===== src/rtl/piso_serial_tx_pkg.sv =====
// Shared transmit/receive definitions: FSM state encodings and line levels.
// Latency: n/a (types and constants only).
// Backpressure: n/a.
package piso_serial_tx_pkg;

    typedef enum logic [1:0] {
        ST_IDLE  = 2'd0,
        ST_START = 2'd1,
        ST_DATA  = 2'd2,
        ST_STOP  = 2'd3
    } tx_state_e;

    localparam logic LINE_IDLE  = 1'b1;
    localparam logic LINE_START = 1'b0;
    localparam logic LINE_STOP  = 1'b1;

endpackage


===== src/rtl/piso_serial_tx_shift_cell.sv =====
// One bit of the transmit shift register: async-reset flop, loads or shifts when enabled.
// Latency: 1 clock from enable to q_o.
// Backpressure: none; holds its value whenever neither enable is set.
module piso_serial_tx_shift_cell (
    input  logic clk,
    input  logic reset_al_in,
    input  logic load_en_i,
    input  logic shift_en_i,
    input  logic par_sel_i,
    input  logic par_i,
    input  logic ser_i,
    output logic q_o
);

    logic q_q;
    logic q_d;

    assign q_d = par_sel_i ? par_i : ser_i;

    always_ff @(posedge clk or negedge reset_al_in) begin
        if (!reset_al_in) begin
            q_q <= 1'b0;
        end else if (load_en_i || shift_en_i) begin
            q_q <= q_d;
        end
    end

    assign q_o = q_q;

endmodule


===== src/rtl/piso_serial_tx.sv =====
// Parallel-in serial-out frame transmitter: start bit, WIDTH data bits, stop bit, paced by bit_en_in.
// Latency: start bit on the line 1 clock after accept; frame is WIDTH+2 bit times.
// Backpressure: ready_out low for the whole frame; sender holds data_in/valid_in until ready_out.
module piso_serial_tx
    import piso_serial_tx_pkg::*;
#(
    parameter int WIDTH     = 8,
    parameter bit MSB_FIRST = 1'b0
) (
    input  logic             clk,
    input  logic             reset_al_in,
    input  logic [WIDTH-1:0] data_in,
    input  logic             valid_in,
    output logic             ready_out,
    input  logic             bit_en_in,
    output logic             serial_out,
    output logic             busy_out,
    output logic             done_out
);

    localparam int            CW       = $clog2(WIDTH);
    localparam logic [CW-1:0] CNT_LAST = CW'(WIDTH - 1);

    tx_state_e       state_q;
    logic [CW-1:0]   cnt_q;
    logic [CW-1:0]   cnt_d;
    logic            serial_q;
    logic            done_q;
    logic [WIDTH-1:0] sr_q;
    logic [WIDTH-1:0] ser_vec;
    logic            first_bit;
    logic            next_bit;
    logic            accept;
    logic            shift_en;

    assign accept   = (state_q == ST_IDLE) && valid_in;
    assign shift_en = (state_q == ST_DATA) && bit_en_in && (cnt_q != CNT_LAST);
    assign cnt_d    = cnt_q + 1'b1;

    // The bit about to leave sits at one end; the vacated end fills with 0.
    generate
        if (MSB_FIRST) begin : g_msb
            assign ser_vec   = {sr_q[WIDTH-2:0], 1'b0};
            assign first_bit = sr_q[WIDTH-1];
            assign next_bit  = sr_q[WIDTH-2];
        end else begin : g_lsb
            assign ser_vec   = {1'b0, sr_q[WIDTH-1:1]};
            assign first_bit = sr_q[0];
            assign next_bit  = sr_q[1];
        end
    endgenerate

    for (genvar i = 0; i < WIDTH; i++) begin : g_cell
        piso_serial_tx_shift_cell u_cell (
            .clk         (clk),
            .reset_al_in (reset_al_in),
            .load_en_i   (accept),
            .shift_en_i  (shift_en),
            .par_sel_i   (accept),
            .par_i       (data_in[i]),
            .ser_i       (ser_vec[i]),
            .q_o         (sr_q[i])
        );
    end

    always_ff @(posedge clk or negedge reset_al_in) begin
        if (!reset_al_in) begin
            state_q  <= ST_IDLE;
            cnt_q    <= '0;
            serial_q <= LINE_IDLE;
            done_q   <= 1'b0;
        end else begin
            done_q <= 1'b0;
            case (state_q)
                ST_IDLE: begin
                    if (valid_in) begin
                        state_q  <= ST_START;
                        cnt_q    <= '0;
                        serial_q <= LINE_START;
                    end
                end
                ST_START: begin
                    if (bit_en_in) begin
                        state_q  <= ST_DATA;
                        serial_q <= first_bit;
                    end
                end
                ST_DATA: begin
                    if (bit_en_in) begin
                        if (cnt_q == CNT_LAST) begin
                            state_q  <= ST_STOP;
                            serial_q <= LINE_STOP;
                        end else begin
                            cnt_q    <= cnt_d;
                            serial_q <= next_bit;
                        end
                    end
                end
                ST_STOP: begin
                    if (bit_en_in) begin
                        state_q <= ST_IDLE;
                        done_q  <= 1'b1;
                    end
                end
                default: begin
                    state_q <= ST_IDLE;
                end
            endcase
        end
    end

    assign ready_out  = (state_q == ST_IDLE);
    assign busy_out   = (state_q != ST_IDLE);
    assign serial_out = serial_q;
    assign done_out   = done_q;

endmodule


===== config.mk =====
export PLATFORM = sky130hd
export DESIGN_NAME = piso_serial_tx
export DESIGN_NICKNAME = d
export VERILOG_FILES = /design/src/rtl/piso_serial_tx_pkg.sv /design/src/rtl/piso_serial_tx_shift_cell.sv /design/src/rtl/piso_serial_tx.sv
export SDC_FILE = /design/constraint.sdc
export NUM_CORES = 1
export LEC_CHECK = 0
export BUFFER_PORTS_ARGS = -buffer_cell sky130_fd_sc_hd__buf_2
export CELL_PAD_IN_SITES_DETAIL_PLACEMENT = 1
export CELL_PAD_IN_SITES_GLOBAL_PLACEMENT = 2
export CORE_MARGIN = 2
export CORE_UTILIZATION = 38
export DETAILED_ROUTE_END_ITERATION = 8
export PLACE_DENSITY_LB_ADDON = 0.2
export SLEW_MARGIN = 20
export SYNTH_ARGS = -nofsm -noshare
export SYNTH_HDL_FRONTEND = slang
export SYNTH_SLANG_ARGS = --single-unit

===== constraint.sdc =====
create_clock -name clk -period 3 [get_ports clk]
set_clock_uncertainty 0.2 [all_clocks]
set_input_delay 0.15 -clock clk [delete_from_list [all_inputs] [get_ports clk]]
set_output_delay 0.15 -clock clk [all_outputs]
set_load 0.02 [all_outputs]

## After elaboration in Yosys (flattened, before gate mapping)

Index checks and enable logic that the tools add are counted.

- Flip-flop bits (word level): 15
- Input bits: 12
- Output and inout bits: 4
- Logic and storage cells: 60

- $add $sub $neg: 1
- Equal/unequal tests: 11
- Multiplexer cells: 25
- Reductions and logical operators: 11

Operators by type and width:

| kind | count |
|---|---|
| $mux 1 | 14 |
| $mux 2 | 5 |
| $ne 2x2->1 const B | 5 |
| $mux 3 | 3 |
| $pmux 2 s4 | 1 |
| $reduce_and 4->1 | 2 |
| $pmux 3 s2 | 1 |
| $reduce_and 5->1 | 1 |
| $eq 2x2->1 const B | 2 |
| $reduce_bool 2->1 | 2 |
| $add 3x1->3 const B | 1 |
| $eq 3x3->1 const B | 1 |
| $logic_and 1x1->1 | 3 |
| $ne 3x3->1 const B | 1 |
| $pmux 1 s3 | 1 |
| $reduce_bool 3->1 | 1 |
| $eq 2x1->1 const B | 1 |
| $logic_not 2->1 | 1 |
| $ne 2x1->1 const B | 1 |
| $logic_or 1x1->1 | 1 |

## Longest topological paths before layout

Gate-level depths: netlist of the first run.

- Word-level depth: 4
- Gate-level depth with buffers: 6
- Depth with buffers taken out: 5

## Hierarchy

Synthesis of the first run repeated with hierarchy kept, for this count alone.

- Cells, all modules: 85
- Area, all modules: 947.2 µm²

By module, submodules not included:

| module | instances | cells an instance | area an instance (µm²) | sequential area each (µm²) |
|---|---|---|---|---|
| piso_serial_tx | 1 | 53 | 536.8 | 176.4 |
| piso_serial_tx_shift_cell | 8 | 4 | 51.3 | 25.0 |

## Worst setup path before layout of the first run

OpenSTA, ideal clock, no wires.

- Path kind: register to register
- Start: reg state_q[0]
- End: reg state_q[1]
- Library setup time: 0.125 ns
- Arrival time: 1.693 ns
- Data required time: 2.675 ns
- Setup slack: 0.982 ns
- Cell stages (with the launch flop): 7
- Path buffers: 1
- Period minus slack after synthesis: 2.018 ns
- Path through: dfrtp_1 -> inv_1 -> ha_1 -> buf_6 -> nor2b_2 -> a2111oi_4 -> mux2_4

- Cells in the longest elaborated chain, start to end: 3
- Elaborated cells between the ends (all ways): 11
- Those cells by class: eq/ne: 8; mux: 1; reduce/logical: 2

RTL lines:

| what | RTL line | RTL |
|---|---|---|
| start: declaration | piso_serial_tx.sv:24 | `tx_state_e state_q;` |
| start signal: assignment | piso_serial_tx.sv:68 | `state_q <= ST_IDLE;` |
| start signal: assignment | piso_serial_tx.sv:77 | `state_q <= ST_START;` |
| start signal: assignment | piso_serial_tx.sv:84 | `state_q <= ST_DATA;` |
| $logic_not 2->1 (*) | - |  |
| via ready_out | piso_serial_tx.sv:14 | `output logic ready_out,` |
| $ne 2x2->1 (no source line) | - |  |
| $reduce_and 5->1 (no source line) | - |  |

The timed path passes the listed nets; every way through them passes the cells marked *.
A chain may end at the register's enable or synchronous reset.

## Final worst setup path of the first run

- Start: reg state_q[0]
- End: reg state_q[1]

- Cells in the longest elaborated chain, start to end: 3
- Elaborated cells between the ends (all ways): 11
- Those cells by class: eq/ne: 8; mux: 1; reduce/logical: 2

RTL lines:

| what | RTL line | RTL |
|---|---|---|
| $eq 2x2->1 (tied with other cells) | piso_serial_tx.sv:74 | `case (state_q)` |
| $ne 2x1->1 (no source line) / $ne 2x2->1 (equally long branches) | - |  |
| $reduce_and 5->1 (no source line) | - |  |

Several ways; a longest one is shown, not always the timed one.

==> results.yml, run 1 <==
floorplan:
  initial_core_util: 0.410
  io_pins: 16
  rows: 17
  coreArea_sq_um: 2250
  design.die.area_sq_um: 2840
  die_h_um: 53.3
  die_w_um: 53.3
pwr:
  ir_drop_mv: 0.449
  p_leak_nw: 0.565
  p_comb_frac: 0.546
  p_per_area_nw_per_um2: 884
  p_int_mw: 0.612
  seqPwrFrac: 0.332
  switching_share: 0.391
  p_clk_frac: 0.121
  p_switching_mw: 0.392
global_route:
  grt-ovfl-total: 0
  grt_pass1_wl_mm: 3.09
  grt_usage: 0.154
  grt_max_degree: 16
  antenna_found_initial: 0
  grt_pass1_vias: 710
clock_network:
  cts_root_buf: "clkbuf_4"
  numCtsBuffers: 3
  holdBufCountCts: 9
  clk_latency_ns: 0.30
  path_clk_slew_ns: 0.09
  clockBufferDepth: 2
  cts_setup_buffers: 0
  clock_sinks: 15
  cts_resized: 0
  cts_tree: "built"
  cts_max_level: 1
finish:
  fill_cells: 255
  nets: 122
  stdcell_count: 130
  multi_input_area_sq_um: 515
  layout-drive-gt1-share: 0.353
  regArea_sq_um: 377
  syn2layout_area_growth_pct: 22.9
  num_antenna_cells: 0
min_path:
  hold_path.class: "in -> reg"
timing:
  setup_viol: 0
  fin_setup_tns_ns: 0
  period_share: 0.718
  layout_setup_ws_ns: 0.847
  rsz0062_at_grt: "no"
  worstMarginPinSlew_ns: 0.484
  hold_viol: 0
  min_period_ns: 2.15
  clock.fmax_ghz: 0.464
  slew_viol_final: 0
  maxSlewHeadroom: 0.677
detailed_routing:
  wirelength_mm: 1.85
  drt_iter0_markers: 4
  ant_nets: 0
  dr.pass1.iters: 4
  routed_via_density: 5.15
  wl_per_cell_um: 14.2
  drc_errors: 0
  vias: 670
logic_synthesis:
  postSynthAreaPerCell_sq_um: 12.1
  synth.area.top_cells: "dfrtp_1 38%, mux2_1 9.8%, mux2_2 9.8%"
  postSynthCellCount: 76
  synth_warnings: 0
  synth_seq_cells: 15
  synth_cell_type_count: 28
  yosysSeqAreaShare: 0.408
  synth.top_cell.area_share: 0.379
  syn_area_sq_um: 923
  yosys.area.top_type: "dfrtp_1"
  synth_fp_nets: 95
placement:
  place_ws_ns: 0.859
  port_buffers: 15
  globalplace.congestion: 0.642
  dp_cells: 117
  place_hpwl_mm: 1.33
run:
  drv_cap: 0
setup_path:
  endpoint_kind: "flop"
  crit_type: "reg -> reg"
  crit_required_ns: 2.99
  arrival_ns: 2.14
  critical_path_peak_fanout: 13
  start_kind: "flop"
run_status:
  status: "completed"
[sequential cells by signal, indices dropped and copies added, names as in the netlist]
signal             count
cnt_q                  3
serial_out             1
g_cell.u_cell.q_o      8
done_out               1
state_q                2
[layout by cell type (no fill, tap or decap), types with 2 or more instances in the layout]
cell type      Yosys  routed
and2b_4            2       2
buf_2              1      15
clkbuf_4           0       3
dfrtp_1           14      14
dlygate4sd3_1      0       9
ha_1               7       7
inv_1              4       4
mux2_1             8       8
mux2_2             8       8
nand2_1            4       4
nand3_1            7       7
nand4_1            2       2
nor2_1             2       2
[worst max-delay path, cell delays in order, from the launching register on]
cell,delay (ns)
dfrtp_1,0.43
inv_1,0.08
ha_1,0.37
and2b_4,0.25
a2111oi_4,0.37
mux2_4,0.33
[cell usage after synthesis]
library cell and instances:
nor2_1 2, a21boi_4 1, o21a_1 1, o21ba_2 1
nand2b_1 1, a32o_1 1, nor2b_2 1, a2111oi_4 1
nand2_1 4, mux2_1 8, o21ai_0 1, mux2_2 8
nand2_4 1, o211ai_1 1, buf_2 1, ha_1 7
inv_1 4, and2b_4 2, dfrtp_1 14, nor3_1 1
nand3_1 7, dfstp_2 1, nand4b_1 1, mux2_4 1
mux2i_1 1, buf_6 1, nand4_1 2, and2_1 1
[worst paths after layout]
path                                       from                   end  slack [ns]  depth (start not counted)
setup / recovery                     state_q[0]            state_q[1]        0.85                          5
hold / removal                       data_in[5]  g_cell[5].u_cell.q_o       0.001                          3
setup reg to reg                     state_q[0]            state_q[1]        0.85                          5
hold reg to reg            g_cell[7].u_cell.q_o  g_cell[7].u_cell.q_o        0.31                          1
max in group asynchronous           reset_al_in            serial_out        2.22                          2
min in group asynchronous           reset_al_in  g_cell[5].u_cell.q_o        0.08                          2
[kinds of logic after synthesis]
kind of cell	synth area share
AND/OR/NAND/NOR	0.148
AO/OA/AOI/OAI	0.0935
multiplexers	0.222
flip-flops	0.408
adder cells (fa/ha/maj)	0.0948
buffers and inverters	0.0339
[routing by layer]
layer	track usage	share of wire	vias to the layer above	wire, um
met1	0.176	0.47	327	868
met3	0.0593	0.046	5	86
met4	0.0513	0.016	0	29
met2	0.261	0.47	12	867
met5	0	0	-	0
li1	-	-	326	-
[stage by stage]
step	util	hold slack (ns)	total power [mW]	area, sq um
2_1_floorplan	-	-0.346	0.780	923
3_3_place_gp	0.451	-0.118	0.864	1020
3_5_place_dp	0.451	-0.117	0.883	1020
4_1_cts	0.503	0.000959	1.02	1130
5_1_grt	0.503	0.00227	1.08	1130
6_report	0.503	0.00116	1.00	1130
[cell type report]
type                       count  share of cell area
timing repair buffer          24               0.146
tap                           28              0.0309
clock buffer                   3              0.0198
sequential                    15               0.332
inverter                       4              0.0132
clock inverter                 1             0.00441
multi-input combinational     55               0.454
[power by group through the flow]
stage          Combinational, mW  Sequential (mW)  Clock (mW)
5_1_grt                    0.598            0.344       0.138
3_5_place_dp               0.546            0.337           0
6_report                   0.548            0.334       0.122
2_1_floorplan              0.450            0.329           0
4_1_cts                    0.557            0.335       0.129
3_3_place_gp               0.530            0.334           0
Note: power is estimated with default switching activity, not from simulation.
==> run 2: changes to the inputs <==
- ABC_AREA: default -> 1
- CORE_UTILIZATION: 38 -> 30
- clock period: 3 -> 2 ns (I/O delays scaled with it)
==> run 2 against run 1 <==
Against the previous run: the run now ends with DRC left; count of clock-buffer cells in the layout up 1; sequential share of layout area down 0.40 points; combinational power up 49%; synthesized area down 2.3%; register-to-register slack worse by 0.66 ns; fmax up 19%; design area up 1.2%; clock power up 44%; first-iteration DRC count rose to 7.8 times the previous value; total power up 46%; wire length up 17%; hold slack better by 0.046 ns; critical endpoint is now g_cell[4].u_cell.q_o.
==> results.yml, run 2 <==
logic_synthesis:
  synth_top_family_by_area: "simple AND/OR/NAND/NOR gates"
  postSynthCellCount: 117
  yosys.area_share.adder: 0.0971
  postSynthAreaPerCell_sq_um: 7.71
  async_reset_ff_frac: 1.00
  synthMuxAreaShare: 0
  synth.area.top_cells: "dfrtp_1 39%, nand2_1 15%, ha_1 9.7%"
  synth_seq_cells: 15
  synth_compound_area_frac: 0.137
  synthSimpleGateAreaFrac: 0.240
  yosysSeqAreaShare: 0.417
  yosys.area.top_type: "dfrtp_1"
  syn_area_sq_um: 902
  synth_xor_area_frac: 0
  synth_warnings: 0
  synth_fp_nets: 136
  synth_edf_count: 0
  synth-main-ff-cell: "dfrtp_1"
  synth.top_cell.area_share: 0.388
  synth_cell_type_count: 14
  yosys-top-cells-count: "37 x nand2_1, 20 x inv_1, 15 x o21ai_0, 14 x dfrtp_1, 7 x ha_1"
  yosysMostFrequentCell: "nand2_1"
clock_network:
  clockBufferDepth: 2
  cts_max_level: 1
  cts_tree: "built"
  numCtsBuffers: 3
  clk_latency_ns: 0.28
  clock_sinks: 15
  cts_root_buf: "clkbuf_4"
  path_clk_slew_ns: 0.09
finish:
  largest_register_ffs: 8
  num_antenna_cells: 0
  regArea_sq_um: 377
  stdcell_count: 178
  syn2layout_area_growth_pct: 27.3
  multi_input_area_sq_um: 430
  final_common_cell: "nand2_1"
  nets: 167
  fill_cells: 353
  final_core_util: 0.409
  layout-drive-gt1-share: 0.190
  final_cell_mix: "36 x nand2_1, 19 x inv_1, 15 x o21ai_0, 15 x buf_2, 14 x dfrtp_1"
setup_path:
  critPathTopFamily: "flip-flops"
  critical_path_peak_fanout: 8
  critical_path.cell_chain: "inv_1 > ha_1 > nand2_2 > clkinvlp_4 > o21ai_0 > nand2_1 > o21ai_2"
  slowest_stage: "dfrtp_1"
  crit_required_ns: 2.02
  crit_buf_inv: 2
  endpoint_kind: "flop"
  start_kind: "flop"
  crit_type: "reg -> reg"
  crit_cells: 7
  slowest_delay_ns: 0.41
  arrival_ns: 1.83
  reg2reg_depth: 7
timing:
  whs_ns: 0.0467
  hold_viol: 0
  slew_viol_final: 0
  clock.fmax_ghz: 0.553
  setup_viol: 0
  maxSlewHeadroom: 0.749
  fin_setup_tns_ns: 0
  worstMarginPinSlew_ns: 0.375
  layout_setup_ws_ns: 0.190
  period_share: 0.905
  min_period_ns: 1.81
  rsz0062_at_grt: "no"
detailed_routing:
  vias: 823
  wl_met2_um: 985
  wirelength_mm: 2.17
  wl_per_cell_um: 12.2
  routed_via_density: 4.62
  ant_nets: 0
  wl_met3_um: 81
  drc_errors: 1
  drt_iter0_markers: 31
  m1WireLength_mm: 1.10
  dr.pass1.iters: 6
  dr.max_layer_used: "met3"
global_route:
  antenna_found_initial: 0
  grt_pass1_wl_mm: 3.71
  grt_usage: 0.141
  grt_max_degree: 16
  grt_pass1_vias: 856
  grt-ovfl-total: 0
floorplan:
  initial_core_util: 0.322
  coreArea_sq_um: 2810
  die_h_um: 58.8
  design.die.area_sq_um: 3460
  rows: 19
  io_pins: 16
  die_w_um: 58.8
pwr:
  ir_drop_mv: 0.490
  p_per_area_nw_per_um2: 1280
  p_leak_nw: 0.614
placement:
  dp_cells: 163
  place_ws_ns: 0.109
  place_hpwl_mm: 1.59
  globalplace.congestion: 0.709
  port_buffers: 15
min_path:
  hold_path.class: "in -> async"
run_status:
  status: "complete, but fails checks"
  violations: "DRC"
run:
  drv_cap: 0
==> run 2: area by class of cell <==
| class | count | area share |
|---|---|---|
| Inverter | 20 | 0.0686 |
| Timing Repair inverter | 1 | 0.00654 |
| Tap cell | 31 | 0.0338 |
| Multi-Input combinational cell | 80 | 0.375 |
| Sequential cell | 15 | 0.328 |
| Timing Repair Buffer | 27 | 0.166 |
| Clock buffer | 4 | 0.0229 |
==> run 2: kinds of logic after synthesis <==
group / after synthesis
AND/OR/NAND/NOR: 53
adder cells (fa/ha/maj): 7
AO/OA/AOI/OAI: 20
buffers and inverters: 22
flip-flops: 15
==> run 2: final timing paths <==
kind                              from                   end  slack, ns
setup / recovery            state_q[0]  g_cell[4].u_cell.q_o       0.19
hold / removal             reset_al_in            state_q[0]       0.05
setup reg to reg            state_q[0]  g_cell[4].u_cell.q_o       0.19
hold reg to reg             serial_out            serial_out       0.29
max in group asynchronous  reset_al_in            serial_out       1.26
min in group clk              valid_in            state_q[0]       0.09
==> run 2: routing by layer <==
layer,track usage,up-vias
li1,-,426
met1,0.193,385
met2,0.224,12
met3,0.0462,0
met4,0.0195,0
met5,0,-
==> run 2: repair_timing <==
| item | 4_1_cts | 5_1_grt |
|---|---|---|
| endpoints found under the setup margin | 0 | 7 |
| hold buffers | 10 | 0 |
| endpoints found under the hold margin | 24 | 0 |
| gates resized for setup | 0 | 3 |
| buffers inserted | 0 | 0 |
==> run 2: through the flow <==
step                      total power, mW  instance area [sq um]
after CTS                            1.47                   1130
after floorplan                      1.05                    902
after global routing                 1.63                   1150
final                                1.46                   1150
after detailed placement             1.26                   1010
after global placement               1.25                   1010
==> run 2: report_power, final <==
part / switching [mW] / leakage [nW] / internal (mW) / total, mW
Clock: 0.0984 / 0.0150 / 0.0775 / 0.176
Sequential: 0.0579 / 0.193 / 0.417 / 0.475
Combinational: 0.518 / 0.406 / 0.296 / 0.814
==> run 3: changes to the inputs <==
- CORE_UTILIZATION: 30 -> 29
- SYNTH_HIERARCHICAL: default -> 1
- clock period: 2 -> 1.8 ns (I/O delays scaled with it)
==> run 3 against run 2 <==
Against the previous run: the flow now finishes without violations; die area grew 11%; sequential cell count is the same; combinational power is 30% higher; sequential share of layout area shrank 4.0 points; setup slack lost 0.053 ns; hold slack better by 0.0029 ns; count of clock-buffer cells in the layout is the same; synthesized area rose by 8.3%; first-iteration DRC count is 6.5% higher; core utilization is 1.1 points lower; total power rose by 24%; largest power group unchanged.
==> results.yml, run 3 <==
run_status:
  status: "completed"
logic_synthesis:
  synth.area.top_cells: "dfrtp_1 36%, nand2_1 27%, inv_1 11%"
  async_reset_ff_frac: 1.00
  synth-main-ff-cell: "dfrtp_1"
  synth_fp_nets: 166
  synth_seq_cells: 15
  yosysMostFrequentCell: "nand2_1"
  synth_edf_count: 0
  postSynthAreaPerCell_sq_um: 6.65
  syn_area_sq_um: 977
  synth.top_cell.area_share: 0.359
  yosys-top-cells-count: "70 x nand2_1, 28 x inv_1, 14 x dfrtp_1, 8 x nand3_1, 8 x nor2_2"
  yosysSeqAreaShare: 0.385
  postSynthCellCount: 147
  synth_cell_type_count: 14
  yosys.area.top_type: "dfrtp_1"
  synth_warnings: 6
finish:
  final_common_cell: "nand2_1"
  largest_register_ffs: 8
  multi_input_area_sq_um: 507
  final_core_util: 0.399
  fin_area_sq_um: 1310
  stdcell_count: 226
  layout-drive-gt1-share: 0.217
  final_cell_mix: "69 x nand2_1, 26 x inv_1, 15 x buf_2"
  syn2layout_area_growth_pct: 34.1
  nets: 200
  num_antenna_cells: 0
  regArea_sq_um: 377
  fill_cells: 430
setup_path:
  critical_path_peak_fanout: 8
  endpoint_kind: "flop"
  crit_buf_inv: 2
  cpMostUsedCell: "nand2_1"
  slowest_delay_ns: 0.41
  slowest_stage: "dfrtp_1"
  rr_startpoint: "cnt_q[0]"
  arrival_ns: 1.64
  cp-startpoint: "cnt_q[0]"
  critical_path.cell_chain: "ha_1 > ha_2 > inv_1 > nand2_2 > nor2_4 > buf_12 > nor2_2 > nand2_1 > nand2_1"
  crit_required_ns: 1.77
  crit_type: "reg -> reg"
  start_kind: "flop"
  critPathTopFamily: "flip-flops"
pwr:
  p_int_mw: 0.994
  p_switching_mw: 0.817
  seqPwrFrac: 0.309
  p_leak_nw: 0.789
  p_per_area_nw_per_um2: 1380
  ir_drop_mv: 0.533
  p_total_mw: 1.81
  p_clk_frac: 0.104
  switching_share: 0.451
  p_comb_frac: 0.587
detailed_routing:
  vias: 936
  wl_per_cell_um: 9.51
  routed_via_density: 4.14
  dr.max_layer_used: "met4"
  wl_met3_um: 47
  dr.pass1.iters: 4
  m1WireLength_um: 941
  wirelength_mm: 2.15
  drc_errors: 0
  ant_nets: 0
  drt_iter0_markers: 33
  wl_met2_mm: 1.14
clock_network:
  cts_max_level: 1
  cts_tree: "built"
  clockBufferDepth: 2
  clock_sinks: 15
  clk_latency_ns: 0.27
  numCtsBuffers: 3
  cts_root_buf: "clkbuf_4"
  path_clk_slew_ns: 0.09
timing:
  clock.fmax_ghz: 0.601
  min_period_ns: 1.66
  rsz0062_at_grt: "no"
  setup_viol: 0
  slew_viol_final: 0
  fin_setup_tns_ns: 0
  period_share: 0.924
  hold_viol: 0
global_route:
  grt_pass1_vias: 934
  grt_pass1_wl_mm: 3.83
  grt_usage: 0.135
  antenna_found_initial: 0
  grt-ovfl-total: 0
  grt_max_degree: 25
placement:
  place_hpwl_mm: 1.69
  globalplace.congestion: 0.730
  port_buffers: 15
  dp_cells: 211
  placed_area_sq_um: 1170
min_path:
  hold_path.class: "in -> async"
floorplan:
  initial_core_util: 0.298
  die_w_um: 62.1
  die_h_um: 62.1
  design.die.area_sq_um: 3850
  coreArea_sq_um: 3280
  rows: 21
  io_pins: 16
run:
  drv_cap: 0
==> run 3: worst paths after layout <==
kind	endpoint	slack [ns]	depth (start not counted)
hold / removal	g_cell[3].u_cell/q_o	0.05	2
hold reg to reg	g_cell[7].u_cell/q_o	0.28	2
setup reg to reg	g_cell[2].u_cell/q_o	0.14	9
min in group clk	serial_out	0.09	7
setup / recovery	g_cell[2].u_cell/q_o	0.14	9
max in group asynchronous	serial_out	1.05	2
==> run 3: routing by layer <==
metal	up-vias	track usage
met2	8	0.241
met4	0	0.0638
li1	494	-
met3	2	0.0186
met5	-	0
met1	432	0.158
==> run 3: timing repair <==
action                     CTS  global route
setup buffers                0             1
hold endpoints to repair    24             0
hold buffers                10             0
setup endpoints to repair    0             8
resized for setup            0             4
==> run 3: cells by family after synthesis <==
| kind of cell | Yosys count | synth area share |
|---|---|---|
| DFF | 15 | 0.385 |
| AOI/OAI and AO/OA | 3 | 0.0205 |
| adders and majority gates | 7 | 0.0896 |
| and+or+nand+nor | 92 | 0.389 |
| other | 1 | 0.00384 |
| buffers and inverters | 29 | 0.111 |
==> run 3: area by class of cell <==
cell class | instances | share of cell area
multi-input cells | 103 | 0.387
flip-flops and latches | 15 | 0.287
repair buffers | 29 | 0.176
inverters | 29 | 0.0860
well taps | 46 | 0.0439
clock buffers | 4 | 0.0201
==> run 3: through the flow <==
| step | setup WS [ns] | hold slack (ns) |
|---|---|---|
| floorplan | 0.0633 | -0.406 |
| global placement | 0.141 | -0.173 |
| detailed placement | 0.0768 | -0.174 |
| CTS | 0.0526 | 0.0478 |
| global route | 0.0143 | 0.0613 |
| finish | 0.137 | 0.0496 |
==> run 3: power by group through the flow <==
stage	Clock [mW]	Sequential (mW)	Combinational (mW)
after floorplan	0	0.567	0.728
after global placement	0	0.563	1.02
after detailed placement	0	0.567	1.05
after CTS	0.207	0.560	1.07
after global routing	0.226	0.579	1.25
final	0.189	0.559	1.06
